<file path="src/rtl/agendador_pkg.sv">
// Shared definitions for the measurement scheduler.
//   estado_t          : FSM state codes (values are also the debug display code)
//   ASCII_*           : bytes sent on the serial link
//   BYTES_POR_SENSOR  : bytes in one sensor frame (3 digits + separator)
//   digito_ascii()    : one BCD digit to ASCII, '?' when invalid
package agendador_pkg;

    typedef enum logic [3:0] {
        OCIOSO        = 4'd0,
        DISPARA       = 4'd1,
        ESPERA_MEDIDA = 4'd2,
        CAPTURA       = 4'd3,
        TX_INICIA     = 4'd4,
        TX_ESPERA     = 4'd5,
        PROX_BYTE     = 4'd6,
        PROX_SENSOR   = 4'd7,
        FIM           = 4'd8,
        INTERVALO     = 4'd9
    } estado_t;

    localparam logic [7:0] ASCII_ZERO         = 8'h30;
    localparam logic [7:0] ASCII_VIRGULA      = 8'h2C;
    localparam logic [7:0] ASCII_CERQUILHA    = 8'h23;
    localparam logic [7:0] ASCII_INTERROGACAO = 8'h3F;

    localparam int BYTES_POR_SENSOR = 4;

    function automatic logic [7:0] digito_ascii(input logic [3:0] digito, input logic invalido);
        if (invalido || digito > 4'd9) begin
            return ASCII_INTERROGACAO;
        end
        return ASCII_ZERO + {4'h0, digito};
    endfunction

endpackage

</file>
<file path="src/rtl/agendador_medidas_if.sv">
// Bus between the scheduler and the shared measurement/serial datapath.
//   medir         : one-cycle trigger to the measurement unit
//   sel_sensor    : sensor currently served
//   pronto_medida : one-cycle pulse, medida valid
//   medida        : BCD hundreds[11:8], tens[7:4], units[3:0]
//   partida_tx    : one-cycle start to the serial transmitter
//   dado_tx       : ASCII byte, stable from partida_tx until pronto_tx
//   pronto_tx     : one-cycle pulse, byte sent
// master = scheduler side, slave = datapath side.
interface agendador_medidas_if #(
    parameter int W_SEL = 1
);

    logic             medir;
    logic [W_SEL-1:0] sel_sensor;
    logic             pronto_medida;
    logic [11:0]      medida;
    logic             partida_tx;
    logic [7:0]       dado_tx;
    logic             pronto_tx;

    modport master (
        output medir, sel_sensor, partida_tx, dado_tx,
        input  pronto_medida, medida, pronto_tx
    );

    modport slave (
        input  medir, sel_sensor, partida_tx, dado_tx,
        output pronto_medida, medida, pronto_tx
    );

endinterface

</file>
<file path="src/rtl/agendador_medidas_contador_ciclos.sv">
// Cycle counter used for the measurement timeout and the sweep interval.
//   clock, reset  : rising-edge clock, synchronous active-high reset
//   zera          : clear to 0 (wins over conta)
//   conta         : advance by one, holding at LIMITE-1
//   fim_contagem  : high while the count equals LIMITE-1
module contador_ciclos #(
    parameter int LIMITE  = 2,
    parameter int LARGURA = (LIMITE > 1) ? $clog2(LIMITE) : 1
) (
    input  logic clock,
    input  logic reset,
    input  logic zera,
    input  logic conta,
    output logic fim_contagem
);

    localparam logic [LARGURA-1:0] ULTIMO = LARGURA'(LIMITE - 1);

    logic [LARGURA-1:0] contagem;

    // NOTE: sequential state is written with <= so every register samples
    // the values from before the edge, independent of statement order.
    always_ff @(posedge clock) begin
        if (reset || zera) begin
            contagem <= '0;
        end else if (conta && contagem != ULTIMO) begin
            contagem <= contagem + 1'b1;
        end
    end

    assign fim_contagem = (contagem == ULTIMO);

endmodule

</file>
<file path="src/rtl/agendador_medidas.sv">
// Round-robin scheduler: per sweep triggers each sensor, waits for its result
// (with timeout), sends "DDD," per sensor over serial and closes with '#'.
//   clock, reset  : rising-edge clock, synchronous active-high reset
//   iniciar       : start one sweep (sampled only when idle)
//   continuo      : repeat sweeps every INTERVALO_CICLOS cycles
//   bus           : measurement / serial handshake (master side)
//   ocupado       : high in every state except OCIOSO
//   fim           : one-cycle pulse at sweep end
//   erro_timeout  : sticky, some sensor timed out this sweep
//   db_estado     : state code, 4'hF for an unused encoding
module agendador_medidas
    import agendador_pkg::*;
#(
    parameter int NUM_SENSORES     = 2,
    parameter int TIMEOUT_CICLOS   = 1_500_000,
    parameter int INTERVALO_CICLOS = 25_000_000
) (
    input  logic                clock,
    input  logic                reset,
    input  logic                iniciar,
    input  logic                continuo,
    agendador_medidas_if.master bus,
    output logic                ocupado,
    output logic                fim,
    output logic                erro_timeout,
    output logic [3:0]          db_estado
);

    localparam int W_SEL = (NUM_SENSORES > 1) ? $clog2(NUM_SENSORES) : 1;
    localparam logic [W_SEL-1:0] ULTIMO_SENSOR = W_SEL'(NUM_SENSORES - 1);
    localparam logic [1:0]       ULTIMO_BYTE   = 2'(BYTES_POR_SENSOR - 1);

    estado_t          estado, estado_d;
    logic [W_SEL-1:0] sel_q, sel_d;
    logic [1:0]       byte_idx_q, byte_idx_d;
    logic [11:0]      medida_q, medida_d;
    logic             invalido_q, invalido_d;
    logic             erro_q, erro_d;
    logic [7:0]       dado_q, dado_d;
    logic [7:0]       byte_tx;

    logic fim_timeout, fim_intervalo;
    logic zera_timeout, conta_timeout, zera_intervalo, conta_intervalo;

    assign zera_timeout    = (estado == DISPARA);
    assign conta_timeout   = (estado == ESPERA_MEDIDA);
    assign zera_intervalo  = (estado == FIM);
    assign conta_intervalo = (estado == INTERVALO);

    contador_ciclos #(.LIMITE(TIMEOUT_CICLOS)) u_timeout (
        .clock        (clock),
        .reset        (reset),
        .zera         (zera_timeout),
        .conta        (conta_timeout),
        .fim_contagem (fim_timeout)
    );

    // Terminal count one earlier than the interval so that, with FIM and the
    // DISPARA cycle included, fim-to-medir spans exactly INTERVALO_CICLOS.
    contador_ciclos #(.LIMITE(INTERVALO_CICLOS - 1)) u_intervalo (
        .clock        (clock),
        .reset        (reset),
        .zera         (zera_intervalo),
        .conta        (conta_intervalo),
        .fim_contagem (fim_intervalo)
    );

    // NOTE: every register is reset (not just the state) because all outputs,
    // including the registered dado_tx, must read 0 right after reset.
    always_ff @(posedge clock) begin
        if (reset) begin
            estado     <= OCIOSO;
            sel_q      <= '0;
            byte_idx_q <= '0;
            medida_q   <= '0;
            invalido_q <= 1'b0;
            erro_q     <= 1'b0;
            dado_q     <= '0;
        end else begin
            estado     <= estado_d;
            sel_q      <= sel_d;
            byte_idx_q <= byte_idx_d;
            medida_q   <= medida_d;
            invalido_q <= invalido_d;
            erro_q     <= erro_d;
            dado_q     <= dado_d;
        end
    end

    // NOTE: every variable gets its hold value first so no path through the
    // case leaves one unassigned, which would infer a latch.
    always_comb begin
        estado_d   = estado;
        sel_d      = sel_q;
        byte_idx_d = byte_idx_q;
        medida_d   = medida_q;
        invalido_d = invalido_q;
        erro_d     = erro_q;

        case (estado)
            OCIOSO: begin
                if (iniciar || continuo) begin
                    estado_d   = DISPARA;
                    sel_d      = '0;
                    byte_idx_d = '0;
                    erro_d     = 1'b0;
                end
            end
            DISPARA: estado_d = ESPERA_MEDIDA;
            ESPERA_MEDIDA: begin
                // A result arriving on the expiry cycle takes priority.
                if (bus.pronto_medida) begin
                    medida_d   = bus.medida;
                    invalido_d = 1'b0;
                    estado_d   = CAPTURA;
                end else if (fim_timeout) begin
                    invalido_d = 1'b1;
                    erro_d     = 1'b1;
                    estado_d   = CAPTURA;
                end
            end
            CAPTURA: begin
                byte_idx_d = '0;
                estado_d   = TX_INICIA;
            end
            TX_INICIA: estado_d = TX_ESPERA;
            TX_ESPERA: begin
                if (bus.pronto_tx) begin
                    estado_d = PROX_BYTE;
                end
            end
            PROX_BYTE: begin
                if (byte_idx_q < ULTIMO_BYTE) begin
                    byte_idx_d = byte_idx_q + 2'd1;
                    estado_d   = TX_INICIA;
                end else begin
                    estado_d = PROX_SENSOR;
                end
            end
            PROX_SENSOR: begin
                if (sel_q < ULTIMO_SENSOR) begin
                    sel_d    = sel_q + W_SEL'(1);
                    estado_d = DISPARA;
                end else begin
                    estado_d = FIM;
                end
            end
            FIM: estado_d = continuo ? INTERVALO : OCIOSO;
            INTERVALO: begin
                if (!continuo) begin
                    estado_d = OCIOSO;
                end else if (fim_intervalo) begin
                    estado_d   = DISPARA;
                    sel_d      = '0;
                    byte_idx_d = '0;
                    erro_d     = 1'b0;
                end
            end
            default: estado_d = OCIOSO;
        endcase
    end

    // Byte selected by the index that will be current in TX_INICIA, so
    // dado_tx is already valid in the cycle partida_tx is high.
    always_comb begin
        byte_tx = ASCII_VIRGULA;
        case (byte_idx_d)
            2'd0:    byte_tx = digito_ascii(medida_q[11:8], invalido_q);
            2'd1:    byte_tx = digito_ascii(medida_q[7:4], invalido_q);
            2'd2:    byte_tx = digito_ascii(medida_q[3:0], invalido_q);
            default: byte_tx = (sel_q == ULTIMO_SENSOR) ? ASCII_CERQUILHA : ASCII_VIRGULA;
        endcase
    end

    assign dado_d = (estado_d == TX_INICIA) ? byte_tx : dado_q;

    assign bus.medir      = (estado == DISPARA);
    assign bus.partida_tx = (estado == TX_INICIA);
    assign bus.sel_sensor = sel_q;
    assign bus.dado_tx    = dado_q;
    assign ocupado        = (estado != OCIOSO);
    assign fim            = (estado == FIM);
    assign erro_timeout   = erro_q;
    assign db_estado      = (estado > INTERVALO) ? 4'hF : estado;

endmodule

</file>
<file path="src/flat_wrapper.sv">
// flat-port wrapper written by rule: the top's interface ports become plain ports
module agendador_medidas_flat import agendador_pkg::*;
#(
    parameter int NUM_SENSORES     = 2,
    parameter int TIMEOUT_CICLOS   = 1_500_000,
    parameter int INTERVALO_CICLOS = 25_000_000
)
  (clock, reset, iniciar, continuo, ocupado, fim, erro_timeout, db_estado, bus_medir, bus_sel_sensor, bus_partida_tx, bus_dado_tx, bus_pronto_medida, bus_medida, bus_pronto_tx);
  agendador_medidas_if #(.W_SEL((1))) bus_i ();
  input  logic clock;
  input  logic reset;
  input  logic iniciar;
  input  logic continuo;
  output logic ocupado;
  output logic fim;
  output logic erro_timeout;
  output logic [3:0] db_estado;
  output wire logic [$bits(bus_i.medir)-1:0] bus_medir;
  output wire logic [$bits(bus_i.sel_sensor)-1:0] bus_sel_sensor;
  output wire logic [$bits(bus_i.partida_tx)-1:0] bus_partida_tx;
  output wire logic [$bits(bus_i.dado_tx)-1:0] bus_dado_tx;
  input wire logic [$bits(bus_i.pronto_medida)-1:0] bus_pronto_medida;
  input wire logic [$bits(bus_i.medida)-1:0] bus_medida;
  input wire logic [$bits(bus_i.pronto_tx)-1:0] bus_pronto_tx;
  assign bus_medir = bus_i.medir;
  assign bus_sel_sensor = bus_i.sel_sensor;
  assign bus_partida_tx = bus_i.partida_tx;
  assign bus_dado_tx = bus_i.dado_tx;
  assign bus_i.pronto_medida = bus_pronto_medida;
  assign bus_i.medida = bus_medida;
  assign bus_i.pronto_tx = bus_pronto_tx;
  agendador_medidas #(.NUM_SENSORES(NUM_SENSORES), .TIMEOUT_CICLOS(TIMEOUT_CICLOS), .INTERVALO_CICLOS(INTERVALO_CICLOS)) u_core (.clock(clock), .reset(reset), .iniciar(iniciar), .continuo(continuo), .bus(bus_i), .ocupado(ocupado), .fim(fim), .erro_timeout(erro_timeout), .db_estado(db_estado));
endmodule
</file>
<file path="config.mk">
export PLATFORM = sky130hd
export DESIGN_NAME = agendador_medidas_flat
export DESIGN_NICKNAME = d
export VERILOG_FILES = /design/src/rtl/agendador_pkg.sv /design/src/rtl/agendador_medidas_if.sv /design/src/rtl/agendador_medidas_contador_ciclos.sv /design/src/rtl/agendador_medidas.sv /design/src/flat_wrapper.sv
export SDC_FILE = /design/constraint.sdc
export NUM_CORES = 1
export LEC_CHECK = 0
export ABC_CLOCK_PERIOD_IN_PS = 2700
export CAP_MARGIN = 10
export CORE_ASPECT_RATIO = 1.5
export CORE_MARGIN = 10
export CORE_UTILIZATION = 40
export DETAILED_ROUTE_END_ITERATION = 7
export SLEW_MARGIN = 15
export SYNTH_ARGS = -nofsm -noshare
export SYNTH_HDL_FRONTEND = slang
export SYNTH_SLANG_ARGS = --single-unit
</file>
<file path="constraint.sdc">
create_clock -name clock -period 2.7 [get_ports clock]
set_input_delay 0.27 -clock clock [delete_from_list [all_inputs] [get_ports clock]]
set_output_delay 0.27 -clock clock [all_outputs]
set_load 0.03 [all_outputs]
</file>
==> impl_metrics.prom, run 1 <==
# TYPE chip_impl_metric gauge
chip_impl_metric{name="final_net_count",unit=""} 530
chip_impl_metric{name="worstPathMaxFanout",unit=""} 8
chip_impl_info{name="worstSetupEndpointType",value="output port"} 1
chip_impl_metric{name="cts_sinks",unit=""} 73
chip_impl_metric{name="arrival_time_of_the_worst_setup_path",unit="ns"} 2.39
chip_impl_metric{name="leak_pwr",unit="nW"} 1.660
chip_impl_metric{name="initial_core_util",unit=""} 0.4051
chip_impl_metric{name="num_io_pins",unit=""} 36
chip_impl_metric{name="power.share.clock",unit=""} 0.345
chip_impl_info{name="worst_setup_path_start_kind",value="register"} 1
chip_impl_info{name="worstReg2RegStart",value="u_core.estado[0]"} 1
chip_impl_info{name="timing.hold.worst.start",value="u_core.bus.dado_tx[5]"} 1
chip_impl_info{name="cts_root_buf",value="sky130_fd_sc_hd__clkbuf_16"} 1
chip_impl_metric{name="post-route-worst-setup-slack",unit="ns"} 0.04147
chip_impl_metric{name="drive_gt1_frac",unit=""} 0.08382
chip_impl_info{name="whs_endpoint",value="u_core.bus.dado_tx[5]"} 1
chip_impl_metric{name="synth-seq-area-share",unit=""} 0.3745
chip_impl_metric{name="drt-wirelength-per-cell",unit="um"} 15.09
chip_impl_info{name="synth.top_cells.by_area",value="sky130_fd_sc_hd__dfxtp_1 (37%), sky130_fd_sc_hd__nor2_1 (5.6%), sky130_fd_sc_hd__nand2_1 (5.5%), sky130_fd_sc_hd__xnor2_1 (4.3%), sky130_fd_sc_hd__xor2_1 (4.3%)"} 1
chip_impl_metric{name="syn_area",unit="um^2"} 3902
chip_impl_info{name="final_cell_mix",value="sky130_fd_sc_hd__dfxtp_1 (72), sky130_fd_sc_hd__nor2_1 (58), sky130_fd_sc_hd__nand2_1 (57)"} 1
chip_impl_info{name="final_common_cell",value="sky130_fd_sc_hd__dfxtp_1"} 1
chip_impl_info{name="synth_ff_type",value="sky130_fd_sc_hd__dfxtp_1"} 1
chip_impl_metric{name="core_region_area",unit="um^2"} 9634
chip_impl_info{name="critPathLaunch",value="u_core.estado[2]"} 1
chip_impl_metric{name="dr_total_vias",unit=""} 3492
chip_impl_metric{name="clock.fmax",unit="MHz"} 376.1
chip_impl_metric{name="syn_to_final_growth",unit="%"} 18.21
chip_impl_metric{name="clk_latency",unit="ns"} 0.34
chip_impl_metric{name="clk_pin_slew",unit="ns"} 0.06
chip_impl_metric{name="synth_cells",unit=""} 483
chip_impl_info{name="tritoncts",value="yes"} 1
chip_impl_metric{name="cts-root-to-sink-buffers",unit=""} 2
chip_impl_metric{name="chipHeight",unit="um"} 141.0
chip_impl_info{name="worst_path_max_delay_cell",value="sky130_fd_sc_hd__clkdlybuf4s50_1"} 1
chip_impl_metric{name="antenna_cells_inserted",unit=""} 0
chip_impl_info{name="unrepaired_setup_endpoints_after_global_routing",value="no"} 1
chip_impl_metric{name="vias_per_cell",unit=""} 5.561
chip_impl_metric{name="drt_iter0_markers",unit=""} 167
chip_impl_metric{name="cp.required",unit="ns"} 2.43
chip_impl_info{name="outcome",value="finished clean"} 1
chip_impl_metric{name="synth.ff_latch_count",unit=""} 73
chip_impl_metric{name="largest_net_degree_at_the_start_of_global_routing",unit=""} 32
chip_impl_metric{name="die-width",unit="um"} 100.7
chip_impl_metric{name="critical_path_buf_inv_count",unit=""} 2
chip_impl_metric{name="grt_pass1_vias",unit=""} 3372
chip_impl_metric{name="switching_power",unit="mW"} 1.082
chip_impl_metric{name="power.switching_fraction",unit=""} 0.3274
chip_impl_metric{name="floorplan.die_area",unit="um^2"} 14190
chip_impl_metric{name="ctsHtreeMaxLevel",unit=""} 3
chip_impl_metric{name="finalWeightedCongestion",unit=""} 0.8232
chip_impl_metric{name="synth_area_per_cell",unit="um^2"} 8.080
chip_impl_info{name="timing_worst_setup_path_type",value="reg -> out"} 1
chip_impl_metric{name="finalWorstPathRequiredPeriod",unit="ns"} 2.659
chip_impl_metric{name="maxCapViolations",unit=""} 0
chip_impl_metric{name="postRouteAntennaNets",unit=""} 0
chip_impl_metric{name="setup_total_negative_slack",unit="ns"} 0
chip_impl_metric{name="wire_length_of_the_first_global_routing_pass",unit="mm"} 15.81
chip_impl_metric{name="post_dp_cell_area",unit="um^2"} 4334
chip_impl_metric{name="antenna_found_initial",unit=""} 0
chip_impl_metric{name="setup-violations-final",unit=""} 0
chip_impl_metric{name="place.detailed.hpwl",unit="mm"} 6.989
chip_impl_metric{name="tritoncts.num_buffers",unit=""} 9
chip_impl_metric{name="reg_area",unit="um^2"} 1463
chip_impl_info{name="worstPathCellList",value="or2_2, nor3b_1, buf_4, clkdlybuf4s50_1"} 1
chip_impl_metric{name="drt_drc_violations_left",unit=""} 0
chip_impl_metric{name="groute.usage.overall",unit=""} 0.1350
chip_impl_metric{name="drt_pass1_iterations",unit=""} 4
chip_impl_metric{name="internal_power",unit="mW"} 2.223
chip_impl_metric{name="p_comb_frac",unit=""} 0.277
chip_impl_info{name="crit-reg2reg-capture",value="u_core.bus.dado_tx[2]"} 1
chip_impl_metric{name="irDropWorstVdd",unit="uV"} 466.7
chip_impl_metric{name="r2r_cell_count",unit=""} 6
chip_impl_metric{name="fillCellCount",unit=""} 951
chip_impl_metric{name="number_of_enable_flip_flop_cells_after_synthesis",unit=""} 0
chip_impl_metric{name="max_stage_delay",unit="ns"} 0.67
chip_impl_metric{name="yosys_top_cell_area_share",unit=""} 0.3745
chip_impl_metric{name="sequentialPowerShare",unit=""} 0.378
chip_impl_metric{name="numPortBuffers",unit=""} 33
chip_impl_metric{name="relative_slew_slack",unit=""} 0.3358
chip_impl_metric{name="post_synth_num_cell_types",unit=""} 68
chip_impl_metric{name="power.density",unit="nW/um^2"} 716.6
chip_impl_metric{name="final_util",unit=""} 0.4788
chip_impl_metric{name="hold_ws",unit="ns"} 0.4476
chip_impl_metric{name="min_path_cells",unit=""} 2
chip_impl_metric{name="synth-warning-count",unit=""} 0
chip_impl_metric{name="async_sr_flop_fraction",unit=""} 0
chip_impl_metric{name="skew",unit="ns"} 0.005433
chip_impl_metric{name="globalRouteOverflowTotal",unit=""} 0
chip_impl_metric{name="dp_worst_setup_slack",unit="ns"} 0.2431
chip_impl_metric{name="area_of_combinational_cells_with_multiple_inputs",unit="um^2"} 2278
chip_impl_metric{name="post_layout_inst_area",unit="um^2"} 4613
chip_impl_metric{name="worst_slew_pin_slew",unit="ns"} 0.9828
chip_impl_metric{name="final-max-slew-violation-count",unit=""} 0
chip_impl_metric{name="r2r_slack",unit="ns"} 0.22
chip_impl_metric{name="fp-row-count",unit=""} 44
chip_impl_metric{name="number_of_hold_violations_in_the_final_report",unit=""} 0
chip_impl_info{name="crit_family",value="buffers and inverters"} 1
chip_impl_info{name="worst_hold_class",value="reg -> reg"} 1
chip_impl_metric{name="wirelength",unit="mm"} 9.475
chip_impl_info{name="yosysTopAreaCell",value="sky130_fd_sc_hd__dfxtp_1"} 1
chip_impl_metric{name="final.period_utilization",unit=""} 0.9846
[what timing repair did]
item	in CTS	in global routing
resized for setup	0	1
endpoints found under the setup margin	0	1
hold endpoints to repair	0	0
hold buffers	0	0
setup buffers	0	0
[per-layer routing]
metal  GRT usage  share of wire  vias to the layer above
met5           0              0                        -
met3     0.03620          0.043                       10
li1            -              -                     1778
met1      0.1524           0.43                     1651
met4     0.05672          0.017                        0
met2      0.2304           0.51                       53
[stage by stage]
stage	instances	power [mW]
4_1_cts	628	3.341
5_1_grt	628	3.486
6_report	628	3.306
3_3_place_gp	613	2.180
2_1_floorplan	484	1.896
3_5_place_dp	613	2.190
[tightest hold or removal path, cell delays in order (launching register included)]
cell and delay (ns):
sky130_fd_sc_hd__dfxtp_1 0.30, sky130_fd_sc_hd__inv_1 0.05, sky130_fd_sc_hd__a21oi_1 0.05
[state kept, by name (all words and copies together), names as in the netlist]
register / cells
u_core.bus.dado_tx: 6
u_core.estado: 4
u_core.u_intervalo.contagem: 25
u_core.erro_timeout: 1
u_core.invalido_q: 1
u_core.byte_idx_q: 2
u_core.u_timeout.contagem: 21
u_core.bus.sel_sensor: 1
u_core.medida_q: 12
[power by group through the flow]
stage / combinational (mW) / sequential [mW] / clock [mW]
2_1_floorplan: 0.637 / 1.26 / 0
3_3_place_gp: 0.912 / 1.27 / 0
3_5_place_dp: 0.919 / 1.27 / 0
4_1_cts: 0.924 / 1.25 / 1.17
5_1_grt: 1.01 / 1.26 / 1.22
6_report: 0.917 / 1.25 / 1.14
[layout make-up]
cell class / count / area share
Timing Repair Buffer: 44 / 0.08950
Clock buffer: 11 / 0.05045
Sequential cell: 73 / 0.3171
Clock inverter: 4 / 0.009764
Tap cell: 115 / 0.03119
Inverter: 10 / 0.008137
Multi-Input combinational cell: 371 / 0.4939
[Yosys cell counts (2+ instances only)]
library cell / instances
sky130_fd_sc_hd__dfxtp_1: 73
sky130_fd_sc_hd__nor2_1: 58
sky130_fd_sc_hd__nand2_1: 57
sky130_fd_sc_hd__a21oi_1: 28
sky130_fd_sc_hd__nand3_1: 20
sky130_fd_sc_hd__clkbuf_1: 19
sky130_fd_sc_hd__xnor2_1: 19
sky130_fd_sc_hd__xor2_1: 19
sky130_fd_sc_hd__o21ai_0: 16
sky130_fd_sc_hd__nand4_1: 15
sky130_fd_sc_hd__nor3_1: 11
sky130_fd_sc_hd__and3_1: 10
sky130_fd_sc_hd__inv_1: 10
sky130_fd_sc_hd__nor4_1: 10
sky130_fd_sc_hd__a221oi_1: 9
sky130_fd_sc_hd__or3_1: 9
sky130_fd_sc_hd__buf_2: 7
sky130_fd_sc_hd__a211o_1: 5
sky130_fd_sc_hd__a211oi_1: 5
sky130_fd_sc_hd__nand2b_1: 5
sky130_fd_sc_hd__nor2b_1: 5
sky130_fd_sc_hd__or2_2: 5
sky130_fd_sc_hd__a21o_1: 4
sky130_fd_sc_hd__mux2i_1: 4
sky130_fd_sc_hd__nand4b_1: 4
sky130_fd_sc_hd__and3b_1: 3
sky130_fd_sc_hd__and4_1: 3
sky130_fd_sc_hd__ha_1: 3
sky130_fd_sc_hd__a22o_1: 2
sky130_fd_sc_hd__a31oi_1: 2
sky130_fd_sc_hd__and3_2: 2
sky130_fd_sc_hd__buf_1: 2
sky130_fd_sc_hd__buf_4: 2
sky130_fd_sc_hd__nor3b_1: 2
sky130_fd_sc_hd__o22ai_1: 2
[cells by family after synthesis]
group,after synthesis,synth area share
AND/OR/NAND/NOR,234,0.3158
AO/OA/AOI/OAI,90,0.1610
multiplexers,4,0.01026
adder cells (fa/ha/maj),3,0.009619
XOR/XNOR,38,0.08528
flip-flops,73,0.3745
buffers and inverters,40,0.04264
other,1,0.0009609
[how the worst max path moves through the flow]
stage                                            to  slack [ns]  cells after the start
CTS                                             fim       0.002                      4
detailed placement            u_core.bus.dado_tx[2]        0.24                      6
floorplan           u_core.u_intervalo.contagem[10]        0.14                      8
finish                                          fim        0.04                      4
global placement              u_core.bus.dado_tx[2]        0.23                      6
global route                                    fim        0.02                      4
Power figures use the tool's default switching activity.
==> run 2: changes to the inputs <==
--- a/config.mk
+++ b/config.mk
@@ -8,8 +8,9 @@
 export ABC_CLOCK_PERIOD_IN_PS = 2700
 export CAP_MARGIN = 10
 export CORE_ASPECT_RATIO = 1.5
-export CORE_MARGIN = 10
+export CORE_MARGIN = 3
 export CORE_UTILIZATION = 40
+export CTS_CLUSTER_SIZE = 25
 export DETAILED_ROUTE_END_ITERATION = 7
 export SLEW_MARGIN = 15
 export SYNTH_ARGS = -nofsm -noshare
==> run 2 against run 1 <==
Against the previous run:
- combinational power increased by 1%
- cell count decreased by 0.16%
- setup slack improved by 0.061 ns
- clock skew decreased by 0.0015 ns
- via count decreased by 0.49%
- final area increased by 1.2%
- hold slack improved by 0.0013 ns
- highest routed layer unchanged
==> impl_metrics.prom, run 2 (synthesis gave the netlist of run 1 again) <==
# TYPE chip_impl_metric gauge
chip_impl_metric{name="cp.required",unit="ns"} 2.43
chip_impl_metric{name="tritoncts.num_buffers",unit=""} 9
chip_impl_metric{name="antenna_cells_inserted",unit=""} 0
chip_impl_metric{name="sequentialPowerShare",unit=""} 0.357
chip_impl_info{name="tritoncts",value="yes"} 1
chip_impl_metric{name="min_path_cells",unit=""} 2
chip_impl_metric{name="post_cts.repair.setup_buffers",unit=""} 0
chip_impl_metric{name="switching_power",unit="mW"} 1.099
chip_impl_info{name="worstPathCellList",value="or2_2, nor3b_1, buf_4, clkdlybuf4s50_1"} 1
chip_impl_metric{name="power.share.clock",unit=""} 0.377
chip_impl_metric{name="critical_path_buf_inv_count",unit=""} 2
chip_impl_metric{name="drt_iter0_markers",unit=""} 175
chip_impl_metric{name="fp-row-count",unit=""} 43
chip_impl_metric{name="final_util",unit=""} 0.4987
chip_impl_metric{name="drive_gt1_frac",unit=""} 0.08932
chip_impl_metric{name="clk_pin_slew",unit="ns"} 0.06
chip_impl_metric{name="fin_cells",unit=""} 627
chip_impl_metric{name="drt-wirelength-per-cell",unit="um"} 14.64
chip_impl_info{name="unrepaired_setup_endpoints_after_global_routing",value="no"} 1
chip_impl_metric{name="internal_power",unit="mW"} 2.381
chip_impl_metric{name="initial_core_util",unit=""} 0.4169
chip_impl_metric{name="grt_pass1_vias",unit=""} 3246
chip_impl_metric{name="largest_reg_flops",unit=""} 25
chip_impl_metric{name="worst_slew_pin_slew",unit="ns"} 0.8312
chip_impl_metric{name="number_of_hold_violations_in_the_final_report",unit=""} 0
chip_impl_metric{name="relative_slew_slack",unit=""} 0.4383
chip_impl_metric{name="place.detailed.hpwl",unit="mm"} 6.725
chip_impl_metric{name="drt_drc_violations_left",unit=""} 0
chip_impl_metric{name="antenna_found_initial",unit=""} 0
chip_impl_info{name="final_common_cell",value="sky130_fd_sc_hd__dfxtp_1"} 1
chip_impl_metric{name="groute.usage.overall",unit=""} 0.1766
chip_impl_metric{name="final_net_count",unit=""} 531
chip_impl_metric{name="total_power",unit="mW"} 3.480
chip_impl_metric{name="skew",unit="ns"} 0.003950
chip_impl_metric{name="wire_length_of_the_first_global_routing_pass",unit="mm"} 15.55
chip_impl_info{name="worst_setup_path_start_kind",value="register"} 1
chip_impl_info{name="crit-reg2reg-capture",value="u_core.bus.dado_tx[3]"} 1
chip_impl_metric{name="ctsHtreeMaxLevel",unit=""} 3
chip_impl_info{name="largest_register",value="u_core.u_intervalo.contagem"} 1
chip_impl_metric{name="arrival_time_of_the_worst_setup_path",unit="ns"} 2.33
chip_impl_metric{name="clock.fmax",unit="MHz"} 384.9
chip_impl_metric{name="fillCellCount",unit=""} 925
chip_impl_metric{name="leak_pwr",unit="nW"} 1.687
chip_impl_info{name="worstReg2RegStart",value="u_core.u_intervalo.contagem[0]"} 1
chip_impl_metric{name="finalWorstPathRequiredPeriod",unit="ns"} 2.598
chip_impl_info{name="whs_endpoint",value="u_core.bus.dado_tx[5]"} 1
chip_impl_info{name="outcome",value="finished clean"} 1
chip_impl_metric{name="num_io_pins",unit=""} 36
chip_impl_info{name="worst_hold_class",value="reg -> reg"} 1
chip_impl_metric{name="drt_pass1_iterations",unit=""} 4
chip_impl_info{name="timing.hold.worst.start",value="u_core.bus.dado_tx[5]"} 1
chip_impl_metric{name="worstPathMaxFanout",unit=""} 9
chip_impl_info{name="worst_path_max_delay_cell",value="sky130_fd_sc_hd__clkdlybuf4s50_1"} 1
chip_impl_metric{name="largest_net_degree_at_the_start_of_global_routing",unit=""} 31
chip_impl_metric{name="cts_repair_resize_count",unit=""} 0
chip_impl_metric{name="dp.cells",unit=""} 611
chip_impl_info{name="timing_worst_setup_path_type",value="reg -> out"} 1
chip_impl_metric{name="cts_sinks",unit=""} 73
chip_impl_metric{name="r2r_cell_count",unit=""} 8
chip_impl_metric{name="postRouteAntennaNets",unit=""} 0
chip_impl_metric{name="cts-root-to-sink-buffers",unit=""} 2
chip_impl_metric{name="vias_per_cell",unit=""} 5.542
chip_impl_metric{name="final.period_utilization",unit=""} 0.9621
chip_impl_info{name="crit_family",value="buffers and inverters"} 1
chip_impl_metric{name="chipHeight",unit="um"} 127.0
chip_impl_info{name="cts_root_buf",value="sky130_fd_sc_hd__clkbuf_16"} 1
chip_impl_metric{name="wirelength",unit="mm"} 9.180
chip_impl_metric{name="numPortBuffers",unit=""} 33
chip_impl_metric{name="r2r_slack",unit="ns"} 0.28
chip_impl_info{name="worstSetupEndpointType",value="output port"} 1
chip_impl_metric{name="finalWeightedCongestion",unit=""} 0.8588
chip_impl_metric{name="power.switching_fraction",unit=""} 0.3158
chip_impl_metric{name="die-width",unit="um"} 86.65
chip_impl_metric{name="irDropWorstVdd",unit="uV"} 463.7
chip_impl_metric{name="power.density",unit="nW/um^2"} 745.5
chip_impl_metric{name="setup_total_negative_slack",unit="ns"} 0
chip_impl_metric{name="core_region_area",unit="um^2"} 9361
chip_impl_metric{name="dr_total_vias",unit=""} 3475
chip_impl_metric{name="max_stage_delay",unit="ns"} 0.67
chip_impl_metric{name="clk_latency",unit="ns"} 0.34
chip_impl_metric{name="floorplan.die_area",unit="um^2"} 11000
chip_impl_metric{name="cts-hold-fix-buffers",unit=""} 0
chip_impl_metric{name="p_comb_frac",unit=""} 0.266
chip_impl_metric{name="globalRouteOverflowTotal",unit=""} 0
chip_impl_info{name="final_cell_mix",value="sky130_fd_sc_hd__dfxtp_1 (73), sky130_fd_sc_hd__nor2_1 (58), sky130_fd_sc_hd__nand2_1 (57)"} 1
chip_impl_metric{name="final-max-slew-violation-count",unit=""} 0
chip_impl_metric{name="setup-violations-final",unit=""} 0
chip_impl_metric{name="syn_to_final_growth",unit="%"} 19.62
chip_impl_info{name="largest_registers",value="u_core.u_intervalo.contagem (25), u_core.u_timeout.contagem (21), u_core.medida_q (12)"} 1
chip_impl_metric{name="maxCapViolations",unit=""} 0
-- run 2: cell type report --
type / count / area, um^2 / share of cell area
repair buffers: 45 / 420.4 / 0.09006
clock buffers: 11 / 252.7 / 0.05414
flip-flops and latches: 73 / 1461 / 0.3131
clock inverters: 5 / 77.57 / 0.01662
inverters: 10 / 37.54 / 0.008041
multi-input cells: 371 / 2278 / 0.4881
well taps: 112 / 140.1 / 0.03002
-- run 2: worst register-to-register path: cells and delay by family, from the launching register on --
family          cells  cell delay, ns
compound gates      3            0.61
fa+ha+maj           1            0.13
buf+inv             1            0.07
flops               1            0.34
simple gates        3            1.16
-- run 2: per-stage QoR --
step	hold WS [ns]	area, um^2	setup slack, ns
floorplan	0.4060	3906	0.1374
global placement	0.4411	4338	0.3338
detailed placement	0.4524	4338	0.2817
CTS	0.4594	4668	0.04743
global route	0.4787	4668	0.008813
finish	0.4490	4668	0.1022
-- run 2: power groups by stage --
stage	Sequential, mW	Clock (mW)	Combinational (mW)
6_report	1.24	1.31	0.926
5_1_grt	1.26	1.39	1.02
4_1_cts	1.24	1.34	0.936
3_5_place_dp	1.26	0	0.933
3_3_place_gp	1.26	0	0.927
2_1_floorplan	1.26	0	0.637
-- run 2: worst max path at each step --
stage	start	to	slack, ns	cells after the start
3_5_place_dp	u_core.u_intervalo.contagem[0]	u_core.bus.dado_tx[1]	0.28	8
2_1_floorplan	u_core.estado[1]	u_core.u_intervalo.contagem[10]	0.14	8
4_1_cts	u_core.estado[1]	fim	0.05	4
5_1_grt	u_core.estado[1]	fim	0.009	4
6_report	u_core.estado[1]	fim	0.10	4
3_3_place_gp	u_core.u_intervalo.contagem[0]	u_core.bus.dado_tx[0]	0.33	8
-- run 2: routing by layer --
layer | global-route usage | wire length [um] | share of wire | vias up
li1 | - | - | - | 1775
met1 | 0.2173 | 4102 | 0.45 | 1628
met2 | 0.2940 | 4602 | 0.50 | 57
met3 | 0.04194 | 292 | 0.032 | 15
met4 | 0.07064 | 182 | 0.020 | 0
met5 | 0 | 0 | 0 | -
